## config.mk

```make
export PLATFORM = sky130hd
export DESIGN_NAME = min4_stream_window_flat
export DESIGN_NICKNAME = d
export VERILOG_FILES = /design/src/rtl/min4_pkg.sv /design/src/rtl/min4_stream_window_if.sv /design/src/rtl/min4_tree.sv /design/src/rtl/min4_stream_window.sv /design/src/flat_wrapper.sv
export SDC_FILE = /design/constraint.sdc
export NUM_CORES = 1
export LEC_CHECK = 0
export ABC_CLOCK_PERIOD_IN_PS = 10200
export CELL_PAD_IN_SITES_DETAIL_PLACEMENT = 0
export CELL_PAD_IN_SITES_GLOBAL_PLACEMENT = 1
export CORE_MARGIN = 1
export CORE_UTILIZATION = 51
export CTS_BUF_LIST = sky130_fd_sc_hd__clkbuf_8
export DETAILED_ROUTE_END_ITERATION = 8
export PLACE_DENSITY = 0.86
export SLEW_MARGIN = 20
export SYNTH_ARGS = -nofsm -noshare
export SYNTH_HDL_FRONTEND = slang
export SYNTH_SLANG_ARGS = --single-unit
```

## constraint.sdc

```tcl
create_clock -name clk -period 10.2 [get_ports clk]
set_input_delay 1.53 -clock clk [delete_from_list [all_inputs] [get_ports clk]]
set_output_delay 1.53 -clock clk [all_outputs]
set_load 0.05 [all_outputs]
```

## src/rtl/min4_pkg.sv

```systemverilog
// Shared definitions for the min4 stream window slice.
//   LANES      : number of lanes collected per group
//   lane_idx_t : lane index type (also the fill counter type)
//   pad_word() : all-ones padding word for a given width (WIDTH <= 64)
package min4_pkg;

    localparam int LANES = 4;

    typedef logic [1:0] lane_idx_t;

    // All-ones value in the low 'width' bits; callers truncate to their width.
    function automatic logic [63:0] pad_word(input int unsigned width);
        pad_word = {64{1'b1}} >> (32'd64 - width);
    endfunction

endpackage

```

## src/rtl/min4_stream_window_if.sv

```systemverilog
// Handshake bundle for min4_stream_window.
//   in_valid/in_ready/in_data/flush : sample stream into the block
//   out_valid/out_ready/out_min     : result stream out of the block
//   out_idx                         : winning lane, only with MIN4_ARGIDX_EN
// Modports: master = producer/consumer side (testbench), slave = the block.
interface min4_stream_window_if #(
    parameter int WIDTH = 8
);
    import min4_pkg::*;

    logic             in_valid;
    logic             in_ready;
    logic [WIDTH-1:0] in_data;
    logic             flush;
    logic             out_valid;
    logic             out_ready;
    logic [WIDTH-1:0] out_min;
`ifdef MIN4_ARGIDX_EN
    lane_idx_t        out_idx;

    modport master (output in_valid, in_data, flush, out_ready,
                    input  in_ready, out_valid, out_min, out_idx);
    modport slave  (input  in_valid, in_data, flush, out_ready,
                    output in_ready, out_valid, out_min, out_idx);
`else
    modport master (output in_valid, in_data, flush, out_ready,
                    input  in_ready, out_valid, out_min);
    modport slave  (input  in_valid, in_data, flush, out_ready,
                    output in_ready, out_valid, out_min);
`endif

endinterface

```

## src/rtl/min4_tree.sv

```systemverilog
// Purely combinational four-lane unsigned minimum.
//   lanes   : the four candidate values
//   min_val : smallest value (unsigned)
//   min_idx : lane of the smallest value, lowest lane wins ties
//             (port present only with MIN4_ARGIDX_EN)
module min4_tree
    import min4_pkg::*;
#(
    parameter int WIDTH = 8
) (
    input  logic [WIDTH-1:0] lanes [LANES],
`ifdef MIN4_ARGIDX_EN
    output lane_idx_t        min_idx,
`endif
    output logic [WIDTH-1:0] min_val
);

    logic [WIDTH-1:0] min01_s;
    logic [WIDTH-1:0] min23_s;

    // Two pairwise stages; strict '<' keeps the lower lane on ties, and the
    // 0/1 pair always carries lower indices than the 2/3 pair.
    always_comb begin
        min01_s = (lanes[1] < lanes[0]) ? lanes[1] : lanes[0];
        min23_s = (lanes[3] < lanes[2]) ? lanes[3] : lanes[2];
        min_val = (min23_s < min01_s) ? min23_s : min01_s;
    end

`ifdef MIN4_ARGIDX_EN
    lane_idx_t idx01_s;
    lane_idx_t idx23_s;

    // Index path mirrors the value path with the same tie-break.
    always_comb begin
        idx01_s = (lanes[1] < lanes[0]) ? 2'd1 : 2'd0;
        idx23_s = (lanes[3] < lanes[2]) ? 2'd3 : 2'd2;
        min_idx = (min23_s < min01_s) ? idx23_s : idx01_s;
    end
`endif

endmodule

```

## src/rtl/min4_stream_window.sv

```systemverilog
// Packs a sample stream into four-lane groups and registers the unsigned
// minimum of each closed group behind its own valid/ready handshake.
//   clk   : rising-edge clock
//   reset : synchronous, active-high
//   bus   : min4_stream_window_if.slave (sample in, result out)
// Optional feature: define MIN4_ARGIDX_EN to add out_idx (winning lane).
module min4_stream_window
    import min4_pkg::*;
#(
    parameter int WIDTH = 8
) (
    input  logic                        clk,
    input  logic                        reset,
    min4_stream_window_if.slave         bus
);

    localparam logic [WIDTH-1:0] PAD = WIDTH'(pad_word(WIDTH));

    logic [WIDTH-1:0] lanes_r [LANES];
    logic [WIDTH-1:0] cand_s  [LANES];
    lane_idx_t        count_r;
    logic             out_valid_r;
    logic [WIDTH-1:0] out_min_r;
    logic [WIDTH-1:0] tree_min_s;
    logic             out_free_s;
    logic             closing_next_s;
    logic             in_ready_s;
    logic             accept_s;
    logic             close_s;

    // Handshake decode: a close needs a free output register, so only the
    // group-completing accept (or a pending flush) can stall the input.
    always_comb begin
        out_free_s     = !out_valid_r || bus.out_ready;
        closing_next_s = (count_r == 2'd3) ||
                         (bus.flush && (bus.in_valid || (count_r != 2'd0)));
        if (reset) begin
            in_ready_s = 1'b1;
        end else begin
            in_ready_s = !(closing_next_s && !out_free_s);
        end
        accept_s = bus.in_valid && in_ready_s;
        if (accept_s) begin
            close_s = (count_r == 2'd3) || bus.flush;
        end else begin
            close_s = bus.flush && (count_r != 2'd0) && out_free_s;
        end
    end

    // Comparator candidates: the sample accepted this cycle bypasses its lane
    // register so a closing accept is included in the result.
    always_comb begin
        for (int i = 0; i < LANES; i++) begin
            if (accept_s && (count_r == lane_idx_t'(i))) begin
                cand_s[i] = bus.in_data;
            end else begin
                cand_s[i] = lanes_r[i];
            end
        end
    end

`ifdef MIN4_ARGIDX_EN
    lane_idx_t tree_idx_s;
    lane_idx_t out_idx_r;

    min4_tree #(.WIDTH(WIDTH)) u_tree (
        .lanes   (cand_s),
        .min_idx (tree_idx_s),
        .min_val (tree_min_s)
    );

    // Winning-lane register, loaded alongside out_min.
    always_ff @(posedge clk) begin
        if (reset) begin
            out_idx_r <= 2'd0;
        end else if (close_s) begin
            out_idx_r <= tree_idx_s;
        end else begin
            out_idx_r <= out_idx_r;
        end
    end

    assign bus.out_idx = out_idx_r;
`else
    min4_tree #(.WIDTH(WIDTH)) u_tree (
        .lanes   (cand_s),
        .min_val (tree_min_s)
    );
`endif

    // Lane file and fill count; every close re-pads all lanes so unwritten
    // lanes of the next group can never win.
    always_ff @(posedge clk) begin
        if (reset) begin
            count_r <= 2'd0;
            for (int i = 0; i < LANES; i++) begin
                lanes_r[i] <= PAD;
            end
        end else if (close_s) begin
            count_r <= 2'd0;
            for (int i = 0; i < LANES; i++) begin
                lanes_r[i] <= PAD;
            end
        end else if (accept_s) begin
            lanes_r[count_r] <= bus.in_data;
            count_r          <= count_r + 2'd1;
        end else begin
            count_r <= count_r;
        end
    end

    // Result register: a close loads (even while the old result drains);
    // otherwise valid clears on transfer.
    always_ff @(posedge clk) begin
        if (reset) begin
            out_valid_r <= 1'b0;
            out_min_r   <= '0;
        end else if (close_s) begin
            out_valid_r <= 1'b1;
            out_min_r   <= tree_min_s;
        end else if (out_valid_r && bus.out_ready) begin
            out_valid_r <= 1'b0;
        end else begin
            out_valid_r <= out_valid_r;
        end
    end

    assign bus.in_ready  = in_ready_s;
    assign bus.out_valid = out_valid_r;
    assign bus.out_min   = out_min_r;

endmodule

```

## src/flat_wrapper.sv

```systemverilog
// flat-port wrapper written by rule: the top's interface ports become plain ports
module min4_stream_window_flat import min4_pkg::*;
#(
    parameter int WIDTH = 8
)
  (clk, reset, bus_in_valid, bus_in_data, bus_flush, bus_out_ready, bus_in_ready, bus_out_valid, bus_out_min);
  min4_stream_window_if #(.WIDTH(WIDTH)) bus_i ();
  input  logic clk;
  input  logic reset;
  input wire logic [$bits(bus_i.in_valid)-1:0] bus_in_valid;
  input wire logic [$bits(bus_i.in_data)-1:0] bus_in_data;
  input wire logic [$bits(bus_i.flush)-1:0] bus_flush;
  input wire logic [$bits(bus_i.out_ready)-1:0] bus_out_ready;
  output wire logic [$bits(bus_i.in_ready)-1:0] bus_in_ready;
  output wire logic [$bits(bus_i.out_valid)-1:0] bus_out_valid;
  output wire logic [$bits(bus_i.out_min)-1:0] bus_out_min;
  assign bus_i.in_valid = bus_in_valid;
  assign bus_i.in_data = bus_in_data;
  assign bus_i.flush = bus_flush;
  assign bus_i.out_ready = bus_out_ready;
  assign bus_in_ready = bus_i.in_ready;
  assign bus_out_valid = bus_i.out_valid;
  assign bus_out_min = bus_i.out_min;
  min4_stream_window #(.WIDTH(WIDTH)) u_core (.clk(clk), .reset(reset), .bus(bus_i));
endmodule
```

# Word-level counts from Yosys, hierarchy flattened
# Memories as Yosys holds them, arrays and structs flattened.
# Cells that the tools add are included.
[op_classes] add_sub_neg=1 n_lt_le_gt_ge=3 eq_ne=3 muxes=27 bitwise_logic=4 reduce_logical=22
[ops] operator="2-to-1 mux 8 bit" n=12
[ops] operator="< comparator 8 bit" n=3
[ops] operator="2-to-1 mux 1 bit" n=14
[ops] operator="logical AND 1 bit" n=10
[ops] operator="OR reduction 8 bit" n=1
[ops] operator="equality test 2 bit (second input constant)" n=2
[ops] operator="logical OR 1 bit" n=4
[ops] operator="OR 1 bit" n=4
[ops] operator="nonzero test 2 bit" n=2
[ops] operator="zero test 1 bit" n=3
[ops] operator="adder 2 x 1 -> 2 bit (second input constant)" n=1
[ops] operator="equality test 2 x 1 -> 1 bit (second input constant)" n=1
[ops] operator="zero test 2 bit" n=1
[ops] operator="2-to-1 mux 2 bit" n=1
[ops] operator="OR reduction 2 bit" n=1
[word_totals] register_bits=11 mem_bits_rw=32 in_bits=13 out_inout_bits=10 word_cells=64 mem_count=1
[mem_list] name="u_core.lanes_r" words=4 width=8 read_ports=4 rd_ports_with_merged_regs=0 write_ports=4 line_no="min4_stream_window.sv:19" text="logic [WIDTH-1:0] lanes_r [LANES];"

# Longest topological paths before layout
# Gate-level depths: netlist of run 1.
[logic_depth] word_depth=14 mapped_depth=25 ltp_nobuf=21

# Hierarchy
# From an unflattened synthesis of run 1, not the netlist that was laid out.
[unflattened] hier_cells=262 hier_area_um2=2995.4
[by_module_without_submodules] module="min4_stream_window" n_inst=1 cells_per_inst=164 area_per_inst_um2=2174.6 seq_area_each_um2=1181.1
[by_module_without_submodules] module="min4_tree" n_inst=1 cells_per_inst=98 area_per_inst_um2=820.8 seq_area_each_um2=0.0

# Least setup slack after synthesis of run 1
# OpenSTA, ideal clock, no wires.
[synth_path] path_kind="in2reg" start="in bus_out_ready" end="reg u_core.out_min_r[2] (netlist: u_core.bus.out_min[2])" setup_time_ps=128 arrival_time_ps=5928 t_required_ps=10072 path_slack_ps=4144 cell_stages=21 n_path_buf=4 cell_sequence="or3b_1 -> buf_2 -> o211ai_4 -> clkbuf_1 -> mux2i_1 -> ha_1 -> nand2_1 -> o21ai_0 -> nor2_1 -> a31oi_1 -> mux2i_1 -> ha_1 -> a21o_1 -> a21o_1 -> a21oi_1 -> nand2_1 -> nor4bb_1 -> buf_2 -> or4_1 -> buf_2 -> o211ai_2"
[synth_between] elab_chain_len=12 word_cells_on_any_way=22 classes_between="order compare: 3; mux: 9; reduce/logical: 10"
[synth_lines] element="from (decl)" line_no="flat_wrapper.sv:13" text="input wire logic [$bits(bus_i.out_ready)-1:0] bus_out_ready;"
[synth_lines] element="logical OR 1 bit (*)" line_no="min4_stream_window.sv:34" text="out_free_s = !out_valid_r || bus.out_ready;"
[synth_lines] element="zero test 1 bit" line_no="min4_stream_window.sv:40" text="in_ready_s = !(closing_next_s && !out_free_s);"
[synth_lines] element="logical AND 1 bit" line_no="min4_stream_window.sv:40"
[synth_lines] element="zero test 1 bit" line_no="min4_stream_window.sv:40"
[synth_lines] element="2-to-1 mux 1 bit" line_no="min4_stream_window.sv:37" text="if (reset) begin"
[synth_lines] element="logical AND 1 bit" line_no="min4_stream_window.sv:42" text="accept_s = bus.in_valid && in_ready_s;"
[synth_lines] element="logical AND 1 bit" line_no="min4_stream_window.sv:54" text="if (accept_s && (count_r == lane_idx_t'(i))) begin"
[synth_lines] element="2-to-1 mux 8 bit" line_no="min4_stream_window.sv:54"
[synth_lines] element="< comparator 8 bit, on equally long branches" line_no="min4_tree.sv:25, min4_tree.sv:24"
[synth_lines] element="2-to-1 mux 8 bit, on equally long branches" line_no="min4_tree.sv:25, min4_tree.sv:24"
[synth_lines] element="< comparator 8 bit" line_no="min4_tree.sv:26" text="min_val = (min23_s < min01_s) ? min23_s : min01_s;"
[synth_lines] element="2-to-1 mux 8 bit" line_no="min4_tree.sv:26"
[synth_lines] element="to (signal assigned)" line_no="min4_stream_window.sv:120" text="out_min_r <= tree_min_s;"
[synth_lines] element="to (decl)" line_no="min4_stream_window.sv:23" text="logic [WIDTH-1:0] out_min_r;"
# Every way passes the cells marked *; elsewhere a longest branch is shown, timed or not.
# A chain may end at the register's enable or synchronous reset.

# Worst setup path after layout of run 1
[layout_path] start="in reset" end="reg u_core.out_min_r[2] (netlist: u_core.bus.out_min[2])"
[layout_between] elab_chain_len=8 word_cells_on_any_way=17 classes_between="order compare: 3; mux: 9; reduce/logical: 5"
[layout_lines] element="from (decl)" line_no="flat_wrapper.sv:9" text="input logic reset;"
[layout_lines] element="2-to-1 mux 1 bit" line_no="min4_stream_window.sv:37"
[layout_lines] element="logical AND 1 bit" line_no="min4_stream_window.sv:42"
[layout_lines] element="logical AND 1 bit" line_no="min4_stream_window.sv:54"
[layout_lines] element="2-to-1 mux 8 bit" line_no="min4_stream_window.sv:54"
[layout_lines] element="< comparator 8 bit, on equally long branches" line_no="min4_tree.sv:25, min4_tree.sv:24"
[layout_lines] element="2-to-1 mux 8 bit, on equally long branches" line_no="min4_tree.sv:25, min4_tree.sv:24"
[layout_lines] element="< comparator 8 bit" line_no="min4_tree.sv:26"
[layout_lines] element="2-to-1 mux 8 bit" line_no="min4_tree.sv:26"
# Parallel ways exist; a longest one is shown, timed or not.

==> results.cfg, run 1 <==
[global_route]
grt_max_degree = 35
grt_use_total = 0.251
grt_overflow = 0
antenna_found_initial = 0
first_global_vias = 2299
grt_pass1_wl_um = 11800

[clocking]
worstSkewPairLatency_ns = 0.30
hold_buffers = 0
cts_resized = 0
numCtsBuffers = 5
cts_tree = done
cts_sinks = 43
root_buffer = clkbuf_8
clock_tree.htree_level_count = 2
cts_setup_buffers = 0
clk_pin_slew_ns = 0.08
cts_buffer_depth = 2

[routing]
drt-initial-drc-count = 128
drc = 0
finalWirelength_um = 7240
dr_total_vias = 2452
ant_nets = 0
avgRoutedWirePerCell_um = 17.5
drt_pre_antenna_iters = 4
via_per_inst = 5.92

[timing]
rsz0062_at_grt = no
setup_ws_ns = 2.66
hold_slack_ns = 0.467
final-hold-violation-count = 0
max_freq_mhz = 133
period_share = 0.740
final.setup.tns_ns = 0
slew_headroom = 0.276
skew_ns = 0.0111
finalMaxSlewViolations = 0
finalSetupViolations = 0
worst_pin_slew_ns = 1.08
finalCriticalPeriod_ns = 7.54

[setup_path]
cp_max_fo = 18
cp.depth = 20
critPathBufInv = 1
startpoint = reset
cp_data_required_time_ns = 10.38
endpoint = u_core.bus.out_min[2]
slowest_delay_ns = 0.89
r2r_slack_ns = 4.20
criticalPathCategory = in -> reg
crit_arrival_ns = 7.72
cpLargestDelayFamily = simple AND/OR/NAND/NOR gates
endpoint_kind = register
crit_path_start_kind = input port
reg2reg_depth = 19
path_cells = clkdlybuf4s50_1 -> or3b_1 -> o21ai_1 -> nand2_1 -> nand2_1 -> ha_1 -> and4_1 -> a21o_1 -> nor2_1 -> o211ai_1 -> a22oi_1 -> nor2_1 -> ha_1 -> a21o_1 -> a21o_1 -> a21oi_1 -> nand2_1 -> nor4bb_2 -> or4_1 -> o211ai_2
rr_startpoint = u_core.bus.out_valid
worst_path_max_delay_cell = o21ai_1
r2r_end = u_core.bus.out_min[2]

[outcome]
status = finished, final reports clean

[die]
core_area_um2 = 5640
die_area_um2 = 6290
fp-row-count = 27
die_w_um = 79.3
io_pins = 23
initial_core_util = 0.540
die_h_um = 79.3

[yosys]
ys_seq_elements = 43
synth_area_leader_cell = edfxtp_1
netlist_area_um2 = 3050
async_reset_ff_frac = 0
ys.flop_type = edfxtp_1
yosys-top-cells-area = edfxtp_1, ha_1, dfxtp_1, mux2i_1, nand2_1
avgSynthCellArea_um2 = 9.58
ys_seq_area_frac = 0.388
yosysWarnings = 0
synth.distinct_cells = 49
synth_edf_count = 32
syn_inst = 318
synthDominantCellAreaShare = 0.315

[placed_design]
gp_congestion = 0.899
place.detailed.hpwl_um = 5360
post-place-ws_ns = 2.15
portBuffers = 22
placedCellCount = 406

[power_and_ir_drop]
power_w = 0.000565
leakage_nw = 1.32
ir_worst_vdd_mv = 0.0906
p_per_area_nw_per_um2 = 164

[final_layout]
n_antenna_cell = 0
drive_gt1_frac = 0.0585
nNetsFinal = 378
syn2layout_area_growth_pct = 13.4
fin_cells = 414

[job]
maxCapViolations = 0

[min_path]
hold_path_class = reg -> reg
-- synthesized netlist by cell type (5+ instances only) --
| master | instances |
|---|---|
| nand2_1 | 43 |
| edfxtp_1 | 32 |
| or3_1 | 25 |
| ha_1 | 24 |
| mux2i_1 | 22 |
| nor2_1 | 16 |
| o211ai_1 | 13 |
| inv_1 | 12 |
| a21oi_1 | 11 |
| and2_1 | 11 |
| dfxtp_1 | 11 |
| a211oi_1 | 10 |
| clkbuf_1 | 10 |
| a22oi_1 | 6 |
| nand3_1 | 6 |
| nand3b_1 | 6 |
| o211ai_2 | 6 |
| a21o_1 | 5 |
| o21ai_0 | 5 |
-- layout by cell type (no fill, tap or decap), types with 3 or more instances in the layout --
| cell | count |
|---|---|
| nand2_1 | 43 |
| edfxtp_1 | 32 |
| or3_1 | 25 |
| ha_1 | 24 |
| mux2i_1 | 22 |
| clkdlybuf4s50_1 | 22 |
| nor2_1 | 16 |
| o211ai_1 | 13 |
| inv_1 | 12 |
| and2_1 | 11 |
| a21oi_1 | 11 |
| dfxtp_1 | 11 |
| a211oi_1 | 10 |
| conb_1 | 8 |
| nand3_1 | 6 |
| a22oi_1 | 6 |
| nand3b_1 | 6 |
| o211ai_2 | 6 |
| a21o_1 | 5 |
| o21ai_0 | 5 |
| clkbuf_8 | 5 |
| a21boi_0 | 4 |
| a31oi_1 | 4 |
| nor2b_1 | 3 |
-- routing by layer --
| layer | track usage | vias to the layer above | share of wire |
|---|---|---|---|
| li1 | - | 1238 | - |
| met1 | 0.351 | 1139 | 0.49 |
| met2 | 0.374 | 61 | 0.43 |
| met3 | 0.0575 | 14 | 0.049 |
| met4 | 0.100 | 0 | 0.030 |
| met5 | 0 | - | 0 |
-- cell families after synthesis --
| logic type | synth area share |
|---|---|
| and+or+nand+nor | 0.205 |
| AOI/OAI and AO/OA | 0.191 |
| DFF | 0.388 |
| buffers and inverters | 0.0337 |
| adders and majority gates | 0.0986 |
| muxes | 0.0797 |
| other | 0.00123 |
| xor gates and xnor gates | 0.00288 |
-- state kept, by name (all words and copies together), names as in the netlist --
signal and cells:
u_core.bus.out_valid 1, u_core.bus.out_min 8, u_core.lanes_r 32, u_core.count_r 2
-- area by class of cell --
class	instances	area, um^2
fillers	484	2190
clock buffers	5	68.8
repair buffers	23	228
clock inverters	3	47.5
inverters	12	45.0
well taps	72	90.1
multi-input cells	256	1800
flip-flops and latches	43	1180
-- metrics by stage --
| step | area (um^2) | util |
|---|---|---|
| 2_1_floorplan | 3070 | - |
| 3_3_place_gp | 3330 | 0.591 |
| 3_5_place_dp | 3330 | 0.591 |
| 4_1_cts | 3450 | 0.611 |
| 5_1_grt | 3460 | 0.613 |
| 6_report | 3460 | 0.613 |
-- worst min path at each step --
stage | cells after the start | end | slack, ns | start
CTS | 2 | u_core.bus.out_min[0] | 0.47 | u_core.bus.out_min[0]
finish | 2 | u_core.bus.out_min[0] | 0.47 | u_core.bus.out_min[0]
detailed placement | 2 | u_core.bus.out_min[0] | 0.46 | u_core.bus.out_min[0]
global placement | 2 | u_core.bus.out_min[0] | 0.44 | u_core.bus.out_min[0]
global route | 2 | u_core.bus.out_min[0] | 0.50 | u_core.bus.out_min[0]
floorplan | 2 | u_core.count_r[1] | 0.47 | u_core.count_r[1]
-- worst register-to-register path, stage by stage (launching register included) --
cell and delay (ns):
dfxtp_1 0.37, or3b_1 0.48, o21ai_1 0.89, nand2_1 0.26, nand2_1 0.13, ha_1 0.26
and4_1 0.24, a21o_1 0.19, nor2_1 0.26, o211ai_1 0.33, a22oi_1 0.25, nor2_1 0.10
ha_1 0.30, a21o_1 0.16, a21o_1 0.17, a21oi_1 0.21, nand2_1 0.13, nor4bb_2 0.66
or4_1 0.39, o211ai_2 0.11
-- where the power goes --
group	leakage (nW)	internal [W]	switching, W	total (W)
Combinational	0.912	0.0000769	0.000139	0.000216
Clock	0.0587	0.0000743	0.0000657	0.000140
Sequential	0.350	0.000203	0.00000604	0.000209
(Power assumes the default switching activity.)
==> run 2: changes to the inputs <==
Settings changed: ABC_CLOCK_PERIOD_IN_PS 10200 to 6200, CORE_UTILIZATION 51 to 43, PLACE_DENSITY 0.86 to 0.77.
Clock period 10.2 ns to 6.2 ns, I/O delays scaled along.
==> results.cfg, run 2 (synthesis gave the netlist of run 1 again) <==
[setup_path]
criticalPathCategory = in -> reg
crit_arrival_ns = 6.05
r2r_slack_ns = 1.00
cp_data_required_time_ns = 6.39
reg2reg_depth = 21
crit_path_start_kind = input port
endpoint_kind = register
rr_startpoint = u_core.count_r[1]
cp_max_fo = 11
r2r_end = u_core.bus.out_min[4]

[timing]
period_share = 0.946
rsz0062_at_grt = no
finalCriticalPeriod_ns = 5.86
slew_headroom = 0.386
finalSetupViolations = 0
worst_pin_slew_ns = 0.920
final-hold-violation-count = 0
final.setup.tns_ns = 0
max_freq_mhz = 171
finalMaxSlewViolations = 0
skew_ns = 0.0186

[global_route]
grt_overflow = 0
grt_use_total = 0.227
grt_max_degree = 35
antenna_found_initial = 0
grt_pass1_wl_um = 12800
first_global_vias = 2444

[routing]
finalWirelength_um = 7800
drt_pre_antenna_iters = 4
dr_total_vias = 2485
ant_nets = 0
avgRoutedWirePerCell_um = 17.4
drc = 0
drt-initial-drc-count = 151
via_per_inst = 5.55

[clocking]
hold_buffers = 0
clk_pin_slew_ns = 0.10
cts_buffer_depth = 2
clock_tree.htree_level_count = 2
cts_tree = done
worstSkewPairLatency_ns = 0.31
numCtsBuffers = 5
cts_sinks = 43
root_buffer = clkbuf_8

[final_layout]
most-common-layout-cells = nand2_1, edfxtp_1, or3_1, ha_1
largest_register = u_core.lanes_r
largest_reg_flops = 32
nNetsFinal = 388
syn2layout_area_growth_pct = 16.7
layout_commonest_cell = nand2_1
fin_area_um2 = 3560
drive_gt1_frac = 0.0852
n_antenna_cell = 0

[power_and_ir_drop]
leakage_nw = 1.37
p_sw_w = 0.000359
seqPwrFrac = 0.360
intPower_w = 0.000596
ir_worst_vdd_mv = 0.0980
switching_share = 0.376
p_comb_frac = 0.393
p_per_area_nw_per_um2 = 269
clock_power_share = 0.247

[min_path]
hold_path_depth = 2
hold_path_class = reg -> reg
hold_path_end = u_core.bus.out_min[0]
hp-start = u_core.bus.out_min[0]

[die]
fp-row-count = 30
die_w_um = 86.2
initial_core_util = 0.446
die_h_um = 86.2
io_pins = 23
die_area_um2 = 7430
core_area_um2 = 6830

[placed_design]
gp_congestion = 0.880
place_area_um2 = 3440
portBuffers = 22
place.detailed.hpwl_um = 5880

[outcome]
status = finished, final reports clean

[job]
maxCapViolations = 0
-- run 2: worst max-delay path by stage --
| stage | start | cells after the start | to | slack [ns] |
|---|---|---|---|---|
| 3_3_place_gp | bus_in_valid | 20 | u_core.bus.out_min[4] | 0.11 |
| 5_1_grt | bus_out_ready | 20 | u_core.bus.out_min[1] | 0.03 |
| 2_1_floorplan | bus_out_ready | 21 | u_core.bus.out_min[2] | 0.74 |
| 3_5_place_dp | bus_in_valid | 20 | u_core.bus.out_min[4] | 0.03 |
| 6_report | bus_out_ready | 19 | u_core.bus.out_min[4] | 0.34 |
| 4_1_cts | bus_in_valid | 20 | u_core.bus.out_min[4] | 0.32 |
-- run 2: area by class of cell --
type / count / area, um^2
fillers: 664 / 3280
multi-input cells: 256 / 1790
flip-flops and latches: 43 / 1180
repair buffers: 33 / 303
well taps: 96 / 120
clock buffers: 5 / 68.8
clock inverters: 3 / 47.5
inverters: 12 / 45.0
-- run 2: layer usage --
| layer | share of wire | global-route usage | routed length (um) | vias to the layer above |
|---|---|---|---|---|
| li1 | - | - | - | 1255 |
| met1 | 0.49 | 0.314 | 3800 | 1162 |
| met2 | 0.45 | 0.370 | 3500 | 58 |
| met3 | 0.047 | 0.0333 | 369 | 10 |
| met4 | 0.016 | 0.0652 | 125 | 0 |
| met5 | 0 | 0 | 0 | - |
-- run 2: power groups by stage --
stage	Clock (W)	Combinational, W	Sequential (W)
after global routing	0.000250	0.000418	0.000346
after detailed placement	0	0.000373	0.000351
final	0.000236	0.000375	0.000344
after floorplan	0	0.000212	0.000394
after global placement	0	0.000371	0.000350
after CTS	0.000240	0.000376	0.000344
-- run 2: timing repair --
action | in CTS | in global routing
resized for setup | 0 | 1
buffers inserted | 0 | 0
endpoints found under the setup margin | 0 | 2
-- run 2: per-stage QoR --
| step | cells | worst slack, ns | hold WS [ns] | total power [W] | utilization |
|---|---|---|---|---|---|
| after global placement | 440 | 0.112 | 0.443 | 0.000721 | 0.503 |
| after detailed placement | 440 | 0.0284 | 0.453 | 0.000724 | 0.503 |
| final | 448 | 0.338 | 0.468 | 0.000955 | 0.521 |
| after CTS | 448 | 0.319 | 0.468 | 0.000960 | 0.520 |
| after floorplan | 325 | 0.744 | 0.469 | 0.000606 | - |
| after global routing | 448 | 0.0308 | 0.495 | 0.00101 | 0.521 |
-- run 2: worst max-delay path, cell delays in order --
cell             delay [ns]
clkdlybuf4s50_1        0.43
or3b_1                 0.51
o211ai_4               0.48
mux2i_1                0.37
ha_1                   0.19
a21oi_1                0.06
o21ai_0                0.36
nor2_1                 0.12
a31oi_1                0.18
buf_4                  0.21
mux2i_1                0.41
ha_1                   0.32
a21o_1                 0.16
a21o_1                 0.17
a21oi_1                0.20
nand2_1                0.10
nor4bb_1               0.36
or4_1                  0.36
o211ai_2               0.10
==> variant, RTL diff (flow settings as in run 2) <==
Change the package constant `LANES` from 4 to 8.
--- a/src/rtl/min4_pkg.sv
+++ b/src/rtl/min4_pkg.sv
@@ -5,5 +5,5 @@
 package min4_pkg;
 
-    localparam int LANES = 4;
+    localparam int LANES = 8;
 
     typedef logic [1:0] lane_idx_t;
Behaviour: same outputs for any inputs over 10 cycles, from zero or initial values and one cycle with reset high; that may be too few to reach the edited logic, so the function may still have changed.
==> variant against run 2 <==
- worst setup slack better by 0.083 ns
- power is 5.3% lower
- area after synthesis down 0.86%
- routed wire length fell by 3.2%
- cell count unchanged
- sequential cell count stayed put
- final area is 1.4% lower
- worst hold slack worse by 0.011 ns
- largest cell class unchanged
- largest power group unchanged
==> variant: results <==
[timing]
tightest_slew_ns = 0.954
fin_skew_ns = 0.00858
hold_slack_ns = 0.457

[logic_synthesis]
synth_area_leaders = edfxtp_1, ha_1, dfxtp_1
synth_cell_type_count = 48
synth_edf_count = 32
dominantRegCellSynth = edfxtp_1
synth.cells.most_frequent = nand2_1, edfxtp_1, or3_1
synth_most_common_cell = nand2_1
yosysWarnings = 0
ys_async_sr_fraction_pct = 0
ys_seq_area_share_pct = 39.1

[global_route]
grt_max_degree = 35
grt_pass1_wl_um = 12500
met3_usage_pct = 4.04
grt.total_usage_pct = 22.2
grt_use_met2_pct = 34.6
grt_pass1_vias = 2398
met1_usage_pct = 31.6

[route]
vias_per_cell = 5.61
dr.pass1.iters = 4
drtIter0Drc = 131
drt_wl_total_um = 7550

[clock_network]
htree_levels = 2
cts_setup_buffers = 0
cts_buffer_depth = 2
cts_resized = 0
cts_buffers = 5
clk_latency_ns = 0.31
clk_pin_slew_ns = 0.09
cts.root.buffer_cell = clkbuf_8

[power]
power.leakage_uw = 0.00133
ir_drop_mv = 0.0962

[critical_path]
path_max_fanout = 9
r2r-start = u_core.count_r[0]$_SDFFE_PP0N_
critPathMaxStageDelay_ns = 0.51
reg2regPathDepth = 22
rr_endpoint = u_core.bus.out_min[6]$_SDFFE_PP0P_
cp_slowest_cell = or3b_1
r2r_slack_ns = 1.07
cpLargestDelayFamily = simple AND/OR/NAND/NOR gates

[finish]
diodes = 0
nFillCells = 654
drive_above_1_share_pct = 6.82
layout.nets = 388
largest_register_ffs = 32
top_register = u_core.lanes_r

[worst_hold_path]
hp-start = u_core.bus.out_min[0]$_SDFFE_PP0P_
min_path_type = reg2reg
holdPathStages = 2
holdPathEnd = u_core.bus.out_min[0]$_SDFFE_PP0P_

[place]
post-dp-hpwl_um = 5680
gp_congestion = 0.842
numPortBuffers = 22

[run_status]
status = finished clean

[flow_run]
maxCapViolations = 0
-- variant: cell count changes in the layout (fill, tap and decap cells not counted) --
cell and delta:
mux2_1 -1, clkinv_4 -1, inv_6 +2, o211ai_1 +6, o211ai_2 -6, bufinv_16 -1
mux2_4 +1, and3_1 +1, and3_2 -1
-- variant: metal layers --
layer / wire length [um] / part of all wire, %
met5: 0 / 0
met2: 3310 / 44
met1: 3710 / 49
met4: 150 / 2.0
met3: 383 / 5.1
-- variant: where the power goes --
group / internal [uW] / switching [uW] / total (uW)
Combinational: 138 / 227 / 365
Sequential: 334 / 9.71 / 343
Clock: 83.8 / 112 / 196
-- variant: layout make-up --
type,instances,area share (%)
Clock inverter,3,0.749
Tap cell,96,3.42
Multi-Input combinational cell,256,50.3
Inverter,12,1.28
Timing Repair Buffer,33,8.63
Sequential cell,43,33.7
Clock buffer,5,1.96
-- variant: metrics by stage --
| step | std cells | util, % | total power, uW | cell area (um^2) | setup slack [ns] |
|---|---|---|---|---|---|
| 2_1_floorplan | 325 | - | 599 | 3050 | 0.778 |
| 3_3_place_gp | 440 | 50.2 | 707 | 3410 | 0.219 |
| 3_5_place_dp | 440 | 50.2 | 713 | 3410 | 0.173 |
| 4_1_cts | 448 | 51.6 | 909 | 3510 | 0.452 |
| 5_1_grt | 448 | 51.6 | 963 | 3510 | 0.146 |
| 6_report | 448 | 51.6 | 905 | 3510 | 0.421 |
-- variant: cell families (layout without fill, tap and decap cells) --
family	Yosys count	in the layout	share of synthesized area (%)
AND/OR/NAND/NOR	122	122	20.7
AO/OA/AOI/OAI	77	77	18.3
flip-flops	43	43	39.1
buffers and inverters	26	53	3.40
adder cells (fa/ha/maj)	24	24	9.94
multiplexers	24	24	8.16
other	1	8	0.124
XOR/XNOR	1	1	0.290
-- variant: tightest hold or removal path: stages, from the launching register on --
cell,delay (ns)
dfxtp_1,0.32
nand2_1,0.05
a21oi_1,0.05
-- variant: worst max path at each step --
stage                     slack [ns]           from  cells past startpoint                                 end
after floorplan                 0.78  bus_out_ready                     21  u_core.bus.out_min[2]$_SDFFE_PP0P_
after global placement          0.22  bus_out_ready                     20  u_core.bus.out_min[4]$_SDFFE_PP0P_
after detailed placement        0.17  bus_out_ready                     20  u_core.bus.out_min[6]$_SDFFE_PP0P_
after CTS                       0.45  bus_out_ready                     20  u_core.bus.out_min[6]$_SDFFE_PP0P_
after global routing            0.15      bus_flush                     22  u_core.bus.out_min[6]$_SDFFE_PP0P_
final                           0.42  bus_out_ready                     20  u_core.bus.out_min[6]$_SDFFE_PP0P_
